`config.mk`:
```
export PLATFORM = sky130hd
export DESIGN_NAME = fetch_unit_pipeline
export DESIGN_NICKNAME = d
export VERILOG_FILES = /design/src/rtl/fetch_unit_pipeline.sv
export SDC_FILE = /design/constraint.sdc
export NUM_CORES = 1
export LEC_CHECK = 0
export BUFFER_PORTS_ARGS = -buffer_cell sky130_fd_sc_hd__clkbuf_2
export CAP_MARGIN = 5
export CORE_MARGIN = 3
export CORE_UTILIZATION = 23
export CTS_BUF_LIST = sky130_fd_sc_hd__clkbuf_8
export DETAILED_ROUTE_END_ITERATION = 12
export HOLD_SLACK_MARGIN = 0.03
export PLACE_DENSITY = 0.36
export SLEW_MARGIN = 10
export SYNTH_ARGS = -nofsm -noshare
export SYNTH_HDL_FRONTEND = slang
export SYNTH_SLANG_ARGS = --single-unit
```
`constraint.sdc`:
```
create_clock -name clk -period 4.8 [get_ports clk]
set_clock_uncertainty 0.05 [all_clocks]
set_input_delay 1.2 -clock clk [delete_from_list [all_inputs] [get_ports clk]]
set_output_delay 1.2 -clock clk [all_outputs]
set_load 0.03 [all_outputs]
```
`src/rtl/fetch_unit_pipeline.sv`:
```
// Instruction fetch stage: issues in-order word requests to instruction memory and
// buffers up to two {pc, instr} pairs for Decode, with redirect, flush and halt support.
module fetch_unit_pipeline #(
   parameter logic [15:0] RESET_PC = 16'h0000
) (
   input  logic        clk,
   input  logic        rst,
   input  logic        pc_load,
   input  logic [15:0] pc_offset,
   input  logic [15:0] ex_pc,
   input  logic        flush_pipeline,
   input  logic        cpu_halt,
   output logic        imem_req,
   output logic [15:0] imem_addr,
   input  logic        imem_gnt,
   input  logic        imem_rvalid,
   input  logic [15:0] imem_rdata,
   output logic        if_valid,
   output logic [15:0] if_instr,
   output logic [15:0] if_pc,
   input  logic        id_ready
);

   logic [15:0] fetch_pc_reg;

   logic [15:0] fifo_pc_reg    [2];
   logic [15:0] fifo_instr_reg [2];
   logic        fifo_rd_reg;
   logic        fifo_wr_reg;
   logic [1:0]  fifo_cnt_reg;

   logic [15:0] infl_pc_reg [2];
   logic        infl_rd_reg;
   logic        infl_wr_reg;
   logic [1:0]  infl_cnt_reg;

   logic [1:0]  drop_cnt_reg;

   logic        pop;
   logic        push;
   logic        grant;
   logic        rsp_drop;
   logic [2:0]  credit_used;
   logic [2:0]  pending_total;
   logic [15:0] redirect_pc;

   assign pop = (fifo_cnt_reg != 2'd0) && id_ready && !rst;

   // A slot freed by this cycle's pop is reusable now, which is what sustains
   // one instruction per cycle at single-cycle memory latency.
   assign credit_used = {1'b0, infl_cnt_reg} + {1'b0, fifo_cnt_reg} - {2'b00, pop};

   assign imem_req = !rst && (credit_used < 3'd2) && !cpu_halt && !pc_load
                     && !flush_pipeline && (drop_cnt_reg == 2'd0);
   assign grant    = imem_req && imem_gnt;

   assign rsp_drop = imem_rvalid && (drop_cnt_reg != 2'd0);
   assign push     = imem_rvalid && (drop_cnt_reg == 2'd0) && (infl_cnt_reg != 2'd0);

   assign pending_total = {1'b0, drop_cnt_reg} + {1'b0, infl_cnt_reg};
   assign redirect_pc   = ex_pc + pc_offset;

   assign imem_addr = rst ? RESET_PC : fetch_pc_reg;
   assign if_valid  = !rst && (fifo_cnt_reg != 2'd0);
   assign if_instr  = rst ? 16'h0000 : fifo_instr_reg[fifo_rd_reg];
   assign if_pc     = rst ? 16'h0000 : fifo_pc_reg[fifo_rd_reg];

   always_ff @(posedge clk) begin
      if (rst) begin
         fetch_pc_reg <= RESET_PC;
         fifo_rd_reg  <= 1'b0;
         fifo_wr_reg  <= 1'b0;
         fifo_cnt_reg <= 2'd0;
         infl_rd_reg  <= 1'b0;
         infl_wr_reg  <= 1'b0;
         infl_cnt_reg <= 2'd0;
         drop_cnt_reg <= 2'd0;
      end else if (flush_pipeline) begin
         if (pc_load) begin
            fetch_pc_reg <= redirect_pc;
         end
         fifo_rd_reg  <= 1'b0;
         fifo_wr_reg  <= 1'b0;
         fifo_cnt_reg <= 2'd0;
         infl_rd_reg  <= 1'b0;
         infl_wr_reg  <= 1'b0;
         infl_cnt_reg <= 2'd0;
         // Responses return in order, so one arriving now retires the oldest pending request.
         drop_cnt_reg <= 2'(pending_total - {2'b00, imem_rvalid && (pending_total != 3'd0)});
      end else begin
         if (pc_load) begin
            fetch_pc_reg <= redirect_pc;
         end else if (grant) begin
            fetch_pc_reg <= fetch_pc_reg + 16'd1;
         end
         if (push) begin
            fifo_wr_reg <= ~fifo_wr_reg;
            infl_rd_reg <= ~infl_rd_reg;
         end
         if (pop) begin
            fifo_rd_reg <= ~fifo_rd_reg;
         end
         if (grant) begin
            infl_wr_reg <= ~infl_wr_reg;
         end
         fifo_cnt_reg <= fifo_cnt_reg + {1'b0, push} - {1'b0, pop};
         infl_cnt_reg <= infl_cnt_reg + {1'b0, grant} - {1'b0, push};
         if (rsp_drop) begin
            drop_cnt_reg <= drop_cnt_reg - 2'd1;
         end
      end
   end

   genvar gi;
   generate
      for (gi = 0; gi < 2; gi++) begin : g_entry
         always_ff @(posedge clk) begin
            if (rst) begin
               fifo_pc_reg[gi]    <= 16'h0000;
               fifo_instr_reg[gi] <= 16'h0000;
            end else if (!flush_pipeline && push && (fifo_wr_reg == 1'(gi))) begin
               fifo_pc_reg[gi]    <= infl_pc_reg[infl_rd_reg];
               fifo_instr_reg[gi] <= imem_rdata;
            end
         end

         always_ff @(posedge clk) begin
            if (rst) begin
               infl_pc_reg[gi] <= 16'h0000;
            end else if (grant && (infl_wr_reg == 1'(gi))) begin
               infl_pc_reg[gi] <= fetch_pc_reg;
            end
         end
      end
   endgenerate

endmodule

```
Word-level counts from Yosys, hierarchy flattened
Memory sizes are Yosys's and may differ from the RTL's. A register that Yosys moved wholly into a read port is not among the register bits.
Cells that the tools add are included.
- shift-type cells: 0
- multipliers: 0
- bitwise operators: 10
- reductions and logical operators: 31
- equal/unequal tests: 1
- magnitude comparators: 1
- mux-type cells: 35
- divide/modulo/power cells: 0
- $add $sub $neg: 11
- operator list (cell ; number):
    $mux 16 ; 13
    $mux 1 ; 20
    $logic_and 1x1->1 ; 18
    $add 16x1->16 const B ; 1
    $add 16x16->16 ; 1
    $reduce_bool 2->1 ; 5
    $add 2x2->3 ; 2
    $or 1x1->1 ; 6
    $sub 2x1->2 ; 3
    $add 2x1->2 ; 2
    $logic_not 1->1 ; 4
    $mux 2 ; 2
    $not 1->1 ; 4
    $lt 3x2->1 const B ; 1
    $reduce_bool 3->1 ; 1
    $sub 3x1->3 ; 1
    $logic_not 2->1 ; 1
    $ne 2x2->1 const B ; 1
    $reduce_and 2->1 ; 1
    $reduce_or 2->1 ; 1
    $sub 2x1->2 const B ; 1
- memories kept: 3
- latch bits: 0
- bits in read-only memories: 0
- RAM bits: 96
- register bits: 26
- word-level logic and storage cells: 100
- memory list (name ; words ; bits a word ; rd ports ; clocked after memory_dff ; wr ports ; line ; text):
    fifo_instr_reg ; 2 ; 16 ; 1 ; 1 ; 2 ; 27 ; logic [15:0] fifo_instr_reg [2];
    fifo_pc_reg ; 2 ; 16 ; 1 ; 1 ; 2 ; 26 ; logic [15:0] fifo_pc_reg [2];
    infl_pc_reg ; 2 ; 16 ; 1 ; 1 ; 2 ; 32 ; logic [15:0] infl_pc_reg [2];

Longest topological paths before layout
Gate-level depths: netlist of run 1.
- word-level depth: 16
- mapped depth: 14
- depth with buffers taken out: 14

Worst setup path before layout of run 1
No wires, ideal clock.
- path kind: input -> output
- start: input rst
- end: output imem_req
- cell stages on the path: 7
- required time: 3.550 ns
- data arrival time: 3.631 ns
- setup slack: -0.081 ns
- path through: nor2_1 > nand2_1 > nor2_1 > o21ai_0 > fa_1 > nand4bb_4 > nor3_1
- word-level cells in the longest chain between the ends: 9
- ends and longest elaborated chain (what ; line ; text):
    start: declaration ; 7 ; input logic rst,
    $logic_not 1->1 * ; 47, 53 ;
    $logic_and 1x1->1 ; 47 ; assign pop = (fifo_cnt_reg != 2'd0) && id_ready && !rst;
    $sub 3x1->3 ; 51 ; assign credit_used = {1'b0, infl_cnt_reg} + {1'b0, fifo_cnt_reg} - {2'b00, pop};
    $lt 3x2->1 ; 53 ; assign imem_req = !rst && (credit_used < 3'd2) && !cpu_halt && !pc_load
    $logic_and 1x1->1 * (3 in series) ; 53 ;
    $logic_and 1x1->1 * (2 in series) ; 54 ; && !flush_pipeline && (drop_cnt_reg == 2'd0);
    end: declaration ; 13 ; output logic imem_req,
Mark *: on every way between the ends. The rest lies on a longest branch, timed or not.

Worst setup path after layout of run 1
Ends and elaborated chain as after synthesis.

==> run metrics, run 1 <==
status=finished, final reports clean; Synth Area in Compound Gates=8.23%; clock transition at the registers of the reported paths=0.07 ns; Antenna Nets Post-Route=0; via/cell ratio=4.25; RePlAce Congestion=0.779; Residual DRC=0; Slew headroom=27.3%; Iter 0 DRT Violations=178; via count of the first global-routing pass=4993; mux cell area share after synthesis=7.64%; Setup crit end kind=output port; PostCTS Resize Cnt=0; fmax=225 MHz; maximum clock path buffer count=2; Post-synth ARST share=0%; area share of fa/ha/maj cells after synthesis=5.12%; CP Data Arrival Time=3.20 ns; Final min period=4.45 ns; Post-synth EDFFs=96; Buffers on Ports=105; Hold Crit Depth=2; reg2reg start=fifo_cnt_reg[1]$_SDFF_PP0_; CTS sink count=124; delay-heaviest family, CP=simple AND/OR/NAND/NOR gates; min-delay worst type=flop to flop; Initial Util=23.5%; Synth Instances=631; dpl cell area=7560 µm²; Worst Hold Endpoint=infl_wr_reg$_SDFFE_PP0P_; R2R setup slack=1.47 ns; worst slew pin tran=1.09 ns; CP Data Required Time=3.55 ns; nets@finish=815; met3 usage=2.78%; CP max stage delay=0.56 ns; Critical Path Start Type=input pin; Ant. Diodes=0; synthesized area=6550 µm²; Synth Area in Simple Gates=18.6%; TritonCTS clock tree=built; crit-path cells=clkbuf_2, nor2_1, nand2_1, nor2_1, o21ai_0, fa_1, nand4bb_4, nor3_2, clkbuf_2; largest net degree at the start of global routing=59; total iterations of the first detailed-routing run=7; layout cell share with drive strength beyond 1=21.8%; GRT overflow=0; xor and xnor area share after synthesis=3.88%; count of cell types in the netlist=52; hold buffers post-CTS=0; Die Area=30600 µm²; M2 GR Usage=19.1%; total track usage=11.3%; Filler Cell Count=2981; worst skew pair latency=0.43 ns; final number of setup-violating endpoints=0; largest family of logic cells by synthesized area=simple AND/OR/NAND/NOR gates; DIE HEIGHT=175 µm; HPWL Detailed=12.1 mm; area of the core=27900 µm²; pins over their slew limit=0; Syn. warnings=0; Setup TNS=0 ns; # IOs=106; WS Path Type=input pin to output port; met1 Resource Use GR=14.0%; Avg WL per Cell=15.0 µm; syn_nets=712; WP buf/inv=2; average size of a mapped cell=10.4 µm²; Synth-to-Final Area Change=22.3%; most used flip-flop cell after synthesis=edfxtp_1; hold path start=infl_wr_reg$_SDFFE_PP0P_; Final period util=92.6%; critical path's slowest cell=fa_1; Row Count=61; FF+latch count, synth=124; Final Hold Fails=0; Yosys top cell area share=44.0%; max-cap violations=0; synth top area cells=edfxtp_1, dfxtp_1, mux2i_1; Finished Layout Cells=1125; width of the die=175 µm; critical path peak fanout=4; Worst VDD drop=0.159 mV; R2R depth=12; initial antenna violation count=0; P_leak=3.18 nW; hold_ws=0.432 ns; post-route cell area=8020 µm²; cell taking the most area after synthesis=edfxtp_1; first-pass GRT wire length=26.8 mm; postcts setup bufs=0; layer with the highest usage=met2; Vias=4778; CTS buffer count=17; sequential fraction of the synthesis area=52.5%; unrepaired setup endpoints after global routing=false; Routed Wire Length=16.9 mm; ratio of total power to cell area=328 nW/µm²; Reg2Reg Capture Point=infl_pc_reg[0][9]$_SDFFCE_PN0P_; Root Driver=clkbuf_8; placed cells=1093; H-tree depth=4
## through the flow
step / setup WS (ns) / util [%] / total power [W]
global placement: 0.348 / 27.1 / 0.00158
floorplan: 0.111 / - / 0.00147
global route: 0.145 / 28.7 / 0.00275
finish: 0.353 / 28.7 / 0.00263
detailed placement: 0.337 / 27.1 / 0.00158
CTS: 0.328 / 28.7 / 0.00267
## final cells by class
type	count	area, µm²	share of cell area (%)
clock inverter	15	226	2.82
timing repair buffer	118	623	7.77
inverter	33	124	1.54
tap	378	473	5.90
sequential	124	3440	43.0
clock buffer	17	234	2.92
multi-input combinational	440	2890	36.1
## metal layers
layer / vias up / wire [µm]
li1: 2422 / -
met1: 2230 / 7710
met2: 111 / 8250
met3: 15 / 707
met4: 0 / 255
met5: - / 0
## kinds of logic (layout without fill, tap and decap cells)
group / after synthesis / in the layout
AO/OA/AOI/OAI: 80 / 80
XOR/XNOR: 29 / 29
adder cells (fa/ha/maj): 25 / 25
buffers and inverters: 67 / 183
flip-flops: 124 / 124
multiplexers: 50 / 50
AND/OR/NAND/NOR: 256 / 256
## cells in the mapped netlist (all sizes together) (2+ instances only)
| library cell | n |
|---|---|
| a31oi | 4 |
| buf | 9 |
| nor3b | 2 |
| xnor2 | 17 |
| o21bai | 2 |
| and3 | 20 |
| and2 | 18 |
| a211oi | 7 |
| a2111oi | 2 |
| nand2b | 6 |
| fa | 3 |
| or2 | 5 |
| a21o | 7 |
| nor3 | 11 |
| xor2 | 12 |
| a21oi | 25 |
| o32ai | 3 |
| nand2 | 34 |
| o31ai | 3 |
| dfxtp | 28 |
| o41ai | 2 |
| o21ai | 13 |
| nand3 | 14 |
| ha | 22 |
| nor4 | 5 |
| clkbuf | 25 |
| nand4 | 4 |
| inv | 33 |
| a221oi | 2 |
| nor2 | 128 |
| mux2i | 50 |
| nor2b | 4 |
| edfxtp | 96 |
| o211ai | 3 |
| o31a | 2 |
## how the worst max path moves through the flow
stage,start,end,slack (ns),cells after the start
CTS,rst,imem_req,0.33,9
global placement,rst,imem_req,0.35,9
floorplan,rst,infl_pc_reg[0][0]$_SDFFCE_PN0P_,0.11,12
finish,rst,imem_req,0.35,9
detailed placement,rst,imem_req,0.34,9
global route,rst,imem_req,0.15,9
## worst register-to-register path: cells and delay by family (launching register included)
family | cells | cell delay [ns]
AOI/OAI and AO/OA | 1 | 0.14
and+or+nand+nor | 9 | 1.65
buffers and inverters | 1 | 0.25
DFF | 1 | 0.37
adders and majority gates | 1 | 0.56
## power breakdown
part,internal (W),switching (W),total (W)
Clock,0.000661,0.000411,0.00107
Sequential,0.00120,0.0000281,0.00122
Combinational,0.000122,0.000210,0.000332
Total,0.00198,0.000649,0.00263
## cell usage in the layout, fill, tap and decap left out, types with 18 or more instances in the layout
| master | instances |
|---|---|
| clkbuf_2 | 105 |
| ha_1 | 22 |
| nand2_1 | 34 |
| inv_1 | 33 |
| and2_1 | 18 |
| mux2i_1 | 50 |
| dfxtp_1 | 27 |
| and3_1 | 20 |
| nor2_1 | 128 |
| a21oi_1 | 25 |
| edfxtp_1 | 96 |
Note: power is estimated with default switching activity, not from simulation.
==> run 2: changes to the inputs <==
Settings changed: CELL_PAD_IN_SITES_DETAIL_PLACEMENT from default to 1, CELL_PAD_IN_SITES_GLOBAL_PLACEMENT from default to 1, CORE_UTILIZATION 23 to 46, PLACE_DENSITY 0.36 to 0.8, RECOVER_POWER from default to 25.
==> run 2 against run 1 <==
The run now ends with max-capacitance violations, max-slew violations left. Wire length is 6.8% lower. Count of clock-buffer cells in the layout unchanged. Sequential share of layout area is 1.8 points higher. Final cell count down 19%. Hold slack gained 0.0031 ns. Total power hardly changed. Die area is 49% lower. Design area is 4.0% lower. Sequential power is essentially flat. Flip-flop and latch count did not move. First-iteration DRC count is 71% higher. Critical path depth did not move. Critical path type unchanged. Largest power group unchanged.
==> run metrics, run 2 (synthesis results as in run 1) <==
WS Path Type=input pin to output port; reg2reg start=drop_cnt_reg[0]$_SDFFE_PP0P_; maximum clock path buffer count=2 (unchanged); Routed Wire Length=15.8 mm (-6.8%); met1 Resource Use GR=24.2% (+10 points); TritonCTS clock tree=built; P_leak=3.13 nW (-1.7%); most common cell after layout, fill and taps aside=nor2_1; worst skew pair latency=0.43 ns (about the same); Antenna Nets Post-Route=0 (unchanged); layout cell share with drive strength beyond 1=20.1% (-1.7 points); final core utilization=56.5% (+28 points); largest net degree at the start of global routing=59 (unchanged); unrepaired setup endpoints after global routing=false; Initial Util=48.2% (+25 points); max-cap violations=4 (+4); CP Data Required Time=3.55 ns (about the same); initial antenna violation count=0 (unchanged); hold buffers post-CTS=0 (unchanged); post-place setup slack=0.296 ns (-0.0407 ns); DIE HEIGHT=125 µm (-28%); status=finished with violations; met3 usage=4.09% (+1.3 points); Slew headroom=-42.0% (-69 points); internal power=0.00198 W (about the same); Synth-to-Final Area Change=17.4%; PostCTS Resize Cnt=0 (unchanged); Seq pwr share=46.7% (about the same); Final period util=91.4% (-1.2 points); Setup crit end kind=output port; GRT overflow=0 (unchanged); # IOs=106 (unchanged); most frequent cells in the layout=nor2_1, clkbuf_2, edfxtp_1; layer with the highest usage=met2; Vias=4923 (+3.0%); Avg WL per Cell=17.2 µm (+14%); P_sw=0.000649 W (about the same); width of the die=125 µm (-28%); area of the core=13600 µm² (-51%); Final min period=4.39 ns (-0.0595 ns); Comb pwr share=12.3% (-0.3 points); via count of the first global-routing pass=5293 (+6.0%); violated checks=max-capacitance violations, max-slew violations; Row Count=42 (-31%); Root Driver=clkbuf_8; Critical Path Start Type=input pin; hold path start=infl_wr_reg$_SDFFE_PP0P_; Switching Share=24.7% (about the same); via/cell ratio=5.37 (+27%); fmax=228 MHz (+1.4%); Worst VDD drop=0.149 mV (-6.2%); Critical Path Start=rst; nets@finish=808 (-0.86%); H-tree depth=4 (unchanged); Final Hold Fails=0 (unchanged); first-pass GRT wire length=26.1 mm (-2.6%); HPWL Detailed=11.3 mm (-6.6%); clock share of power=41.0% (+0.2 points); Residual DRC=0 (unchanged); total iterations of the first detailed-routing run=6 (-1); CP Data Arrival Time=3.14 ns (-0.06 ns); total track usage=20.5% (+9.3 points); postcts setup bufs=0 (unchanged); min-delay worst type=flop to flop; critical path peak fanout=4 (unchanged); Worst Slack Setup Final=0.413 ns (+0.0595 ns); clock transition at the registers of the reported paths=0.08 ns (about the same); Iter 0 DRT Violations=305 (+71%); Die Area=15700 µm² (-49%); Filler Cell Count=1545 (-48%); pins over their slew limit=102 (+102); Buffers on Ports=105 (unchanged); final number of setup-violating endpoints=0 (unchanged); M2 GR Usage=37.2% (+18 points); CTS buffer count=17 (unchanged); Setup TNS=0 ns (unchanged); CTS sink count=124 (unchanged); ratio of total power to cell area=342 nW/µm² (+4.2%); RePlAce Congestion=0.917 (+18%); Ant. Diodes=0 (unchanged); worst slew pin tran=2.11 ns (+1.02 ns)
[run 2: cell count changes in the layout (fill, tap and decap cells not counted), sizes merged]
cell    delta
clkbuf     +2
inv        +3
buf        -9
clkinv     -3
[run 2: through the flow]
stage               instances  hold WS [ns]  area (µm²)  total power [W]
finish                    916         0.435        7690          0.00263
CTS                       916         0.442        7720          0.00264
floorplan                 631         0.395        6560          0.00147
detailed placement        884         0.430        7250          0.00157
global route              916         0.469        7690          0.00273
global placement          884         0.418        7250          0.00156
[run 2: path summary, 6_finish.rpt]
check / endpoint / cells after the start / slack [ns]
max: imem_req / 9 / 0.41
min: infl_wr_reg$_SDFFE_PP0P_ / 2 / 0.43
min reg2reg: infl_wr_reg$_SDFFE_PP0P_ / 2 / 0.43
max reg2reg: fifo_pc_reg[0][3]$_SDFFCE_PN0P_ / 6 / 0.86
[run 2: power groups by stage]
stage               Sequential (W)  Clock (W)  Combinational [W]
floorplan                  0.00124          0           0.000227
global placement           0.00125          0           0.000312
detailed placement         0.00125          0           0.000325
CTS                        0.00123    0.00109           0.000328
global route               0.00123    0.00114           0.000358
finish                     0.00123    0.00108           0.000324
[run 2: critical path: stages]
cell,delay [ns]
clkbuf_1,0.08
nor2_1,0.19
nand2_1,0.16
nor2_1,0.19
o21ai_0,0.14
fa_1,0.55
nand4bb_4,0.17
nor3_2,0.21
clkbuf_2,0.24
[run 2: final cells by class]
| cell class | instances | area [µm²] | share of cell area [%] |
|---|---|---|---|
| well taps | 176 | 220 | 2.86 |
| clock buffers | 17 | 234 | 3.04 |
| flip-flops and latches | 124 | 3440 | 44.8 |
| multi-input cells | 440 | 2880 | 37.4 |
| inverters | 33 | 124 | 1.61 |
| repair buffers | 111 | 561 | 7.28 |
| clock inverters | 15 | 230 | 2.99 |
[run 2: layer usage]
metal	vias up	part of all wire [%]
met2	110	52
met3	24	2.9
li1	2407	-
met5	-	0
met1	2382	43
met4	0	2.0
